$ cat config.mk
export PLATFORM = sky130hd
export DESIGN_NAME = imem_fetch_ctrl
export DESIGN_NICKNAME = d
export VERILOG_FILES = /design/src/rtl/imem_fetch_ctrl.sv
export SDC_FILE = /design/constraint.sdc
export NUM_CORES = 1
export LEC_CHECK = 0
export CORE_MARGIN = 3
export CORE_UTILIZATION = 40
export DETAILED_ROUTE_END_ITERATION = 12
export GPL_TIMING_DRIVEN = 0
export PLACE_DENSITY = 0.74
export SETUP_SLACK_MARGIN = 0.15
export SYNTH_ARGS = -nofsm -noshare
export SYNTH_HDL_FRONTEND = slang
export SYNTH_SLANG_ARGS = --single-unit
$ cat constraint.sdc
create_clock -name clk -period 5.5 [get_ports clk]
set_input_delay 0.55 -clock clk [delete_from_list [all_inputs] [get_ports clk]]
set_output_delay 0.55 -clock clk [all_outputs]
set_load 0.005 [all_outputs]
$ cat src/rtl/imem_fetch_ctrl.sv
// imem_fetch_ctrl
// Instruction-fetch sequencer between the PC/branch logic and the
// instruction ROM. It issues sequential fetch addresses and captures the
// ROM's single-cycle read data into a 2-entry buffer. Instructions go to
// decode over a valid/ready handshake. Redirects flush all older work, and
// halt stops new issues while the buffer drains.

module imem_fetch_ctrl #(
  parameter int                    ADDR_WIDTH = 32,
  parameter int                    DATA_WIDTH = 32,
  parameter logic [ADDR_WIDTH-1:0] RESET_PC   = '0
) (
  input  logic                  clk,
  input  logic                  rst_n,

  output logic                  imem_ena,
  output logic [ADDR_WIDTH-1:0] imem_addr,
  input  logic [DATA_WIDTH-1:0] imem_dout,

  input  logic                  redirect_valid,
  input  logic [ADDR_WIDTH-1:0] redirect_pc,
  input  logic                  halt,

  output logic                  inst_valid,
  input  logic                  inst_ready,
  output logic [DATA_WIDTH-1:0] inst,
  output logic [ADDR_WIDTH-1:0] inst_pc
);

  localparam logic [ADDR_WIDTH-1:0] PC_STEP = ADDR_WIDTH'(DATA_WIDTH / 8);

  // Fetch pointer and the address of the read currently in flight
  logic [ADDR_WIDTH-1:0] pc;
  logic [ADDR_WIDTH-1:0] inflight_pc;
  logic                  inflight;

  // Two-entry buffer of {pc, instruction}
  logic [ADDR_WIDTH-1:0] fifo_pc   [2];
  logic [DATA_WIDTH-1:0] fifo_inst [2];
  logic                  rd_ptr;
  logic                  wr_ptr;
  logic [1:0]            count;

  // Handshake and issue bookkeeping
  logic                  pop;
  logic                  push;
  logic                  issue;
  logic [1:0]            occupancy;
  logic [1:0]            occ_after_pop;

  // Decode handshake, issue credit and ROM request; the issue is forced off
  // while rst_n is low so the ROM sees no request during reset
  always_comb begin
    inst_valid    = (count != 2'd0);
    pop           = inst_valid & inst_ready;
    push          = inflight & ~redirect_valid;
    occupancy     = count + {1'b0, inflight};
    occ_after_pop = occupancy - {1'b0, pop};
    issue         = rst_n & ~halt &
                    (redirect_valid | (occ_after_pop < 2'd2));
    imem_ena      = issue;
    imem_addr     = redirect_valid ? redirect_pc : pc;
    inst          = '0;
    inst_pc       = '0;
    if (inst_valid) begin
      inst    = fifo_inst[rd_ptr];
      inst_pc = fifo_pc[rd_ptr];
    end
  end

  // Fetch pointer: advance past whatever was issued, or park on a redirect
  // target when halt prevents issuing it right away
  always_ff @(posedge clk or negedge rst_n) begin
    if (!rst_n) begin
      pc          <= RESET_PC;
      inflight    <= 1'b0;
      inflight_pc <= RESET_PC;
    end else begin
      inflight <= issue;
      if (issue) begin
        inflight_pc <= imem_addr;
        pc          <= imem_addr + PC_STEP;
      end else if (redirect_valid) begin
        pc <= redirect_pc;
      end
    end
  end

  // Buffer pointers and occupancy; a redirect discards everything buffered
  // along with the read data arriving in the same cycle
  always_ff @(posedge clk or negedge rst_n) begin
    if (!rst_n) begin
      rd_ptr <= 1'b0;
      wr_ptr <= 1'b0;
      count  <= 2'd0;
    end else if (redirect_valid) begin
      rd_ptr <= 1'b0;
      wr_ptr <= 1'b0;
      count  <= 2'd0;
    end else begin
      if (push) begin
        wr_ptr <= ~wr_ptr;
      end
      if (pop) begin
        rd_ptr <= ~rd_ptr;
      end
      count <= count + {1'b0, push} - {1'b0, pop};
    end
  end

  // Buffer storage captures the ROM data, which exists for one cycle only
  always_ff @(posedge clk) begin
    if (push) begin
      fifo_pc[wr_ptr]   <= inflight_pc;
      fifo_inst[wr_ptr] <= imem_dout;
    end
  end

endmodule

==> reports/results.txt, run 1 <==
The floorplan step defined a core boundary enclosing 20360 um^2. The count of H-tree levels built during CTS came out at 4. For the number of buffers inserted during clock tree synthesis, the log shows 17. The master cell of the clock root buffer is clkbuf_16. The area growth from synthesis to layout is 31.37%. Number of endpoints with negative hold slack in the final report: 0.

The total global routing track utilization came out at 0.1721. After clock tree synthesis, the clock-pin slew on the worst setup and hold paths is 0.07 ns. Including well taps, the total number of placed cells is 1071. Entering global routing, the biggest net connects 70 pins. The yosys synthesis warning count was 0.

The top fanout value on the critical path came out at 69. Summed over all layers, the routed wires come to 19.10 mm. Averaged over all synthesized cells, the footprint is 13.22 um^2. The run finished with clean final reports.

The vertical die dimension is 150.6 um, and the share of synthesized flip-flops with an asynchronous set or reset is 0.3503. The number of setup buffers added after CTS is 0, and the number of standard cells after synthesis is 633. At the end of routability-driven placement, the weighted congestion stood at 0.7843. Number of antenna violations at the first check in global routing: 0. For this design the static power due to leakage is 0.003913 uW. Setup repair after global routing left no endpoint under its margin. For the final routed database, the setup TNS stands at 0 ns. In this run the power density over the cells is 412.8 nW/um^2.

Counting flops with a built-in enable in the synthesized netlist gives 128. For the source-to-sink clock delay at the later pin of the worst-skew pair, the log shows 0.43 ns. STA puts the critical path data arrival time at 3.46 ns. The first global-routing pass estimated 29.70 mm of wire. The routing usage on met3 came out at 0.03402. After detailed routing, the number of vias per cell comes to 4.977.

The startpoint identified for the worst register-to-register timing path is count[0]. The worst-case IR drop observed on VDD is 210.9 uV. The worst hold path belongs to the class primary input to asynchronous set/reset pin. The number of global-route vias before repair came out at 5654.

Among all flip-flop cells after synthesis, the most frequent one is edfxtp_1. The final routed DRC violation total was 0; the count of input and output buffers was 165. For the number of distinct standard cells referenced by the synthesized netlist, the log shows 40. Final hold analysis gives a worst-case slack of 0.4687 ns.

The initial cell density of the core came out at 0.4109. The count of standard-cell rows was 52; the transition time of the tightest slew-check pin was 0.8889 ns. The number of DRC markers in iteration 0 is 332, and the number of top-level design ports is 167. The share of the core filled with cells in the final layout is 0.5398, and the count of cells along the worst register-to-register path is 8. The tightest slew margin relative to the limit is 0.4074. The post-layout net count was 892; the clock net sink count was 197. The final clock period utilization by the worst path works out to 0.7285. The first detailed-routing pass ran for 5 iterations. The number of storage elements in the synthesis netlist works out to 197.

The fraction of final layout cells sized beyond drive strength 1 came out at 0.1031. For the fraction of the yosys area taken by sequential cells, the log shows 0.6658. The run gives 5495 as the via count. Kind of critical path: primary input to output pin. Summed over all layers, the global routing overflow is 0.

For flop-to-flop paths, the worst setup slack is 3.36 ns. The number of pins exceeding their max-slew limit in the final report was 0. The met1 routing resource usage after global routing is 0.2273, and the overall die width is 150.6 um. The antenna cell count was 0; the detailed-route wire length per cell was 17.30 um. In this run the cell area measured after placement is 10440 um^2. The detail route stage leaves a number of antenna-violating nets equal to 0. Data on the critical path is required at its endpoint by 4.95 ns. The tools report the maximum operating frequency as 249.6 MHz.

The tools report the endpoint of the worst-slack reg-to-reg timing path as inflight_pc[23]. The final setup violation count was 0; the shortest period the worst path allows was 4.007 ns. The mapped netlist covers 8367 um^2.

For the met2 usage in global routing, the log shows 0.2898. TritonCTS built the clock tree. The worst setup path is captured at an output pin.

The tools report the number of buffers between clock root and the deepest sink as 2. The routing layer with the top usage in global route was met2. The run gives 0.01153 ns as the final worst clock skew. The detailed placement HPWL came out at 13.54 mm. Synthesis produced a netlist with a net count of 704. Kind of launch point of the worst setup path: a primary input. After the flow finishes, the layout carries non-filler instances totaling 1104. The run gives 22690 um^2 as the overall die area. The final design instance area without fill was 10990 um^2; the count of max-cap constraint violations was 0.
## worst max-delay path by stage
stage	startpoint	endpoint	slack, ns	depth (start not counted)
after global routing	rst_n	imem_ena	1.31	11
final	rst_n	imem_ena	1.49	11
after detailed placement	inst_ready	imem_ena	1.89	9
after CTS	rst_n	imem_ena	1.43	11
after floorplan	redirect_valid	fifo_inst[0][0]	0.84	6
after global placement	redirect_valid	fifo_inst[0][8]	-0.97	6
## layout by cell type, fill, tap and decap left out, drive strengths merged, types with 9 or more instances in the layout
master | synthesis | routed
a21oi | 21 | 21
buf | 27 | 31
mux2 | 20 | 20
nand4 | 15 | 15
xnor2 | 20 | 20
mux2i | 76 | 76
nor2 | 136 | 136
edfxtp | 128 | 128
clkdlybuf4s50 | 0 | 164
nand2 | 23 | 23
clkbuf | 6 | 24
nor4 | 13 | 13
inv | 16 | 23
dfrtp | 69 | 69
xor2 | 12 | 12
nand3 | 9 | 9
## final cells by class
type	count	area [um^2]
Inverter	16	60.06
Fill cell	1767	9373
Multi-Input combinational cell	387	2564
Clock buffer	18	429.2
Buffer	33	182.7
Timing Repair Buffer	169	1734
Tap cell	270	337.8
Sequential cell	197	5570
Clock inverter	14	113.9
## logic make-up after synthesis
group | count (synthesis) | share of synthesized area
adders and majority gates | 2 | 0.002990
muxes | 96 | 0.1178
buffers and inverters | 49 | 0.02901
DFF | 197 | 0.6658
AOI/OAI and AO/OA | 33 | 0.02408
xor gates and xnor gates | 32 | 0.03350
and+or+nand+nor | 224 | 0.1268
## report_power, final
part	internal (uW)	switching, uW	total [uW]
Clock	590	555	1150
Sequential	1860	113	1970
Combinational	724	697	1420
## state kept, by name, indices dropped and copies added, names as in the netlist
register     flops
fifo_inst       64
fifo_pc         64
inflight_pc     32
pc              32
count            2
inflight         1
rd_ptr           1
wr_ptr           1
## critical path, stage by stage
cell and delay [ns]:
dlygate4sd3_1 0.53, buf_4 0.15, buf_16 0.29, nand2b_1 0.13
a211o_1 0.28, o211a_1 0.14, buf_6 0.15, inv_2 0.10
buf_2 0.25, buf_2 0.30, clkdlybuf4s50_1 0.57
## cell usage after synthesis (2+ instances only)
master	count	share of area
nand4b_1	5	0.0052
nand3_1	8	0.0048
buf_1	7	0.0031
edfxtp_1	128	0.46
xnor2_1	20	0.021
and2_1	3	0.0022
nand3b_1	4	0.0036
mux2_2	19	0.026
ha_1	2	0.0030
mux2i_1	76	0.091
nor4_2	7	0.010
nor2_1	136	0.061
a31oi_1	2	0.0015
dfrtp_1	69	0.21
nand2_1	23	0.010
nand4_1	15	0.011
o21ai_0	3	0.0018
buf_2	14	0.0084
xor2_1	12	0.013
nor2b_1	6	0.0045
a32o_1	2	0.0024
nor4_1	6	0.0045
nor3_1	5	0.0030
a21oi_1	20	0.012
clkbuf_1	6	0.0027
nand2b_1	3	0.0022
buf_6	5	0.0067
inv_1	15	0.0067
## per-layer routing
layer,share of wire,routed length (um)
met1,0.44,8324
met2,0.50,9532
met3,0.054,1022
met4,0.012,220
met5,0,0
## per-stage QoR
stage,power [uW],setup WS [ns]
finish,4538,1.493
global route,4800,1.310
CTS,4601,1.428
detailed placement,3445,1.895
global placement,3408,-0.9725
floorplan,2672,0.8408
## what timing repair did
item	in CTS	in global routing
endpoints found under the hold margin	2	0
gates resized for setup	0	0
setup endpoints to repair	0	0
hold buffers	1	0
Note: power is estimated with default switching activity, not from simulation.
==> run 2, diff against run 1 <==
Clock period 5.5 ns to 3.9 ns, I/O delays scaled along.
==> run 2 against run 1 <==
  * Count of clock-buffer cells in the layout grew 3
  * Sequential share of layout area down 0.34 points
  * First-iteration DRC count fell by 2.7%
  * Die area did not move
  * Non-clock buffer count grew 1
  * Critical path type unchanged
  * Core utilization rose by 0.36 points
  * Via count is 0.64% lower
==> reports/results.txt, run 2 (synthesis results as in run 1) <==
Number of endpoints with negative hold slack in the final report: 0. The flow ran to the end, and the final reports show no timing, DRC or antenna violations. For the post-layout net count, the log shows 893. The top fanout value on the critical path came out at 36. The layout has 1686 filler cells. The critical path depth was 11. The clock tree synthesis step divided the H-tree into 4 levels.

The routed wire length is 19.35 mm, and the vertical die dimension is 150.6 um. The slowest stage cell on the critical path was clkdlybuf4s50_1. Across the run, the number of max-cap violations was 0. For this run, the slowest stage of the critical path takes 0.54 ns.

The floorplan step defined a die boundary enclosing 22690 um^2. The pre-antenna-repair detailed-routing pass consisted of 5 iterations. Layout overhead on the synthesized area: 32.26%. 167 I/O pins were placed. The internal power of the cells totals 4576 uW. The largest registers in the layout are fifo_inst (64), fifo_pc (64).

The smallest setup slack after layout is 0.3379 ns. The tightest min-delay check is of the primary input to register type. The final route contains 5460 vias.

The kind of cell adding the most delay to the critical path was buffers and inverters. The finished layout holds 1105 standard cells, fillers aside. The clock input transition at the sequential cells of the worst setup and hold paths is 0.07 ns, and the total global routing track utilization is 0.1705. The footprint of the multi-input gates came out at 2564 um^2. The number of global-route vias before repair is 5424. The detailed-route wire length per cell is 17.51 um. The final clock period utilization by the worst path works out to 0.9134. The run gives 3.51 ns as the worst path required time.

The shortest period the worst path allows is 3.562 ns. For the sequential group share of total power, the log shows 0.427. In this run the power density over the cells is 589.0 nW/um^2.

The mean number of vias per cell was 4.941; the final estimated routing congestion in global placement was 0.7779. The worst setup path is of the primary input to output pin kind. The global-route wire length before repair came out at 29.43 mm. Setup repair after global routing left no endpoint under its margin.

The maximum operating frequency is 280.7 MHz, and the cell depth of the worst min-delay path is 3. The number of DRC markers in iteration 0 came out at 323. Global routing finished with a remaining overflow of 0. The final routed DRC violation total came out at 0.

In this run the tool buffered the top-level ports with 165 buffer cells. The fraction of final layout cells sized beyond drive strength 1 works out to 0.1054. The logs give 0.266 for the clock group share of total power and 0.4109 for the initial cell density of the core.

Once the clock tree was built, the setup fixing pass inserted 0 buffers. The run gives 0.008376 ns as the final worst clock skew. The count of cells along the worst register-to-register path is 8. The library cells used most frequently in the layout, excluding fill and tap cells, are clkdlybuf4s50_1, nor2_1, edfxtp_1.

The source-to-sink clock delay at the later pin of the worst-skew pair was 0.42 ns; the post-detailed-route count of antenna-violating nets was 0. The fraction of power spent switching nets is 0.2978, and the area used by sequential logic in the layout is 5570 um^2. The combinational fraction of design power is 0.307.

TritonCTS built the clock tree. The clock net sink count was 197; the transition time of the tightest slew-check pin was 0.9190 ns. Leading cell type in the layout, fill and taps excluded: clkdlybuf4s50_1. In this run the power spent charging and discharging nets is 1941 uW. The static leakage is 0.003957 uW. In this run the horizontal extent of the chip is 150.6 um. The peak ir drop on the vdd network was 294.5 uV.

The tools report the number of pins exceeding their max-slew limit in the final report as 0. The tools report the pin count of the biggest net entering global routing as 72. The core region is 20360 um^2. For the number of buffers inserted during clock tree synthesis, the log shows 17. In this run the core area contains 52 standard-cell rows.

Setup violations remaining at the end of the flow were counted as 0. The tools report the tightest slew margin relative to the limit as 0.3873. No sink is reached through more buffers than the 2 on the longest clock path. The count of buffering cells on the critical path with inverters included works out to 8. The category of the worst setup path capture point is an output pin. The number of antenna violations at the first check in global routing was 0; the signal arrival time at the worst endpoint was 3.17 ns. The number of antenna diodes in the final layout is 0. The placed instance count was 1071.

Before CTS, the worst setup slack after placement is 0.5547 ns. Clock tree synthesis selected as its root buffer the cell clkbuf_16. The signal on the critical path passes through dlygate4sd3_1 -> buf_4 -> buf_16 -> nand2b_1 -> a211o_1 -> o211a_1 -> buf_6 -> inv_2 -> buf_2 -> clkbuf_4 -> clkdlybuf4s50_1. The detailed placement HPWL was 13.53 mm.

The worst setup path is launched from a primary input.
-- run 2: cell types whose count changed in the layout (fill, tap and decap cells not counted), sizes merged --
cell and change:
clkinv +1, inv -1, clkinvlp -3, buf -1, clkbuf +5
-- run 2: through the flow --
stage            util  power, uW  hold WS, ns  setup TNS (ns)  cell area [um^2]
2_1_floorplan       -       3765      0.09441               0              8369
3_3_place_gp   0.5087       4793       0.4480         -112.63             10360
4_1_cts        0.5420       6595       0.4230               0             11040
5_1_grt        0.5434       6883       0.4487               0             11070
3_5_place_dp   0.5122       4855       0.4307               0             10430
6_report       0.5434       6518       0.4434               0             11070
-- run 2: final timing paths --
| path | from | endpoint | slack, ns |
|---|---|---|---|
| max reg2reg | count[0] | pc[5] | 1.76 |
| max | rst_n | imem_ena | 0.34 |
| min in group asynchronous | rst_n | inflight_pc[17] | 0.50 |
| max in group asynchronous | rst_n | inflight_pc[2] | 3.20 |
| min | redirect_valid | inflight_pc[9] | 0.44 |
| min reg2reg | inflight_pc[6] | fifo_pc[1][6] | 0.47 |
-- run 2: power by group through the flow --
stage	registers (uW)	clock network [uW]	logic (uW)
4_1_cts	2780	1770	2040
3_5_place_dp	2820	0	2030
3_3_place_gp	2810	0	1980
5_1_grt	2820	1870	2200
2_1_floorplan	2770	0	992
6_report	2780	1740	2000
-- run 2: worst min-delay path: stages --
cell	delay [ns]
buf_6	0.13
mux2i_1	0.15
a21oi_1	0.15
-- run 2: per-layer routing --
layer  GRT usage  wire, um  vias to the layer above  part of all wire
met5           0         0                        -                 0
met4     0.03898       157                        0            0.0081
met1      0.2262      8404                     2656              0.43
met3     0.03943      1136                       13             0.059
met2      0.2871      9656                      169              0.50
li1            -         -                     2622                 -
-- run 2: repair_timing --
action,in CTS,in global routing
hold endpoints to repair,69,0
hold buffers,1,0
resized for setup,0,1
endpoints found under the setup margin,0,1
-- run 2: cell type report --
type,instances,share of cell area
buffer,33,0.01673
multi-input combinational,387,0.2317
inverter,16,0.005427
timing repair buffer,170,0.1583
clock buffer,21,0.04455
tap,270,0.03053
sequential,197,0.5034
clock inverter,11,0.009385
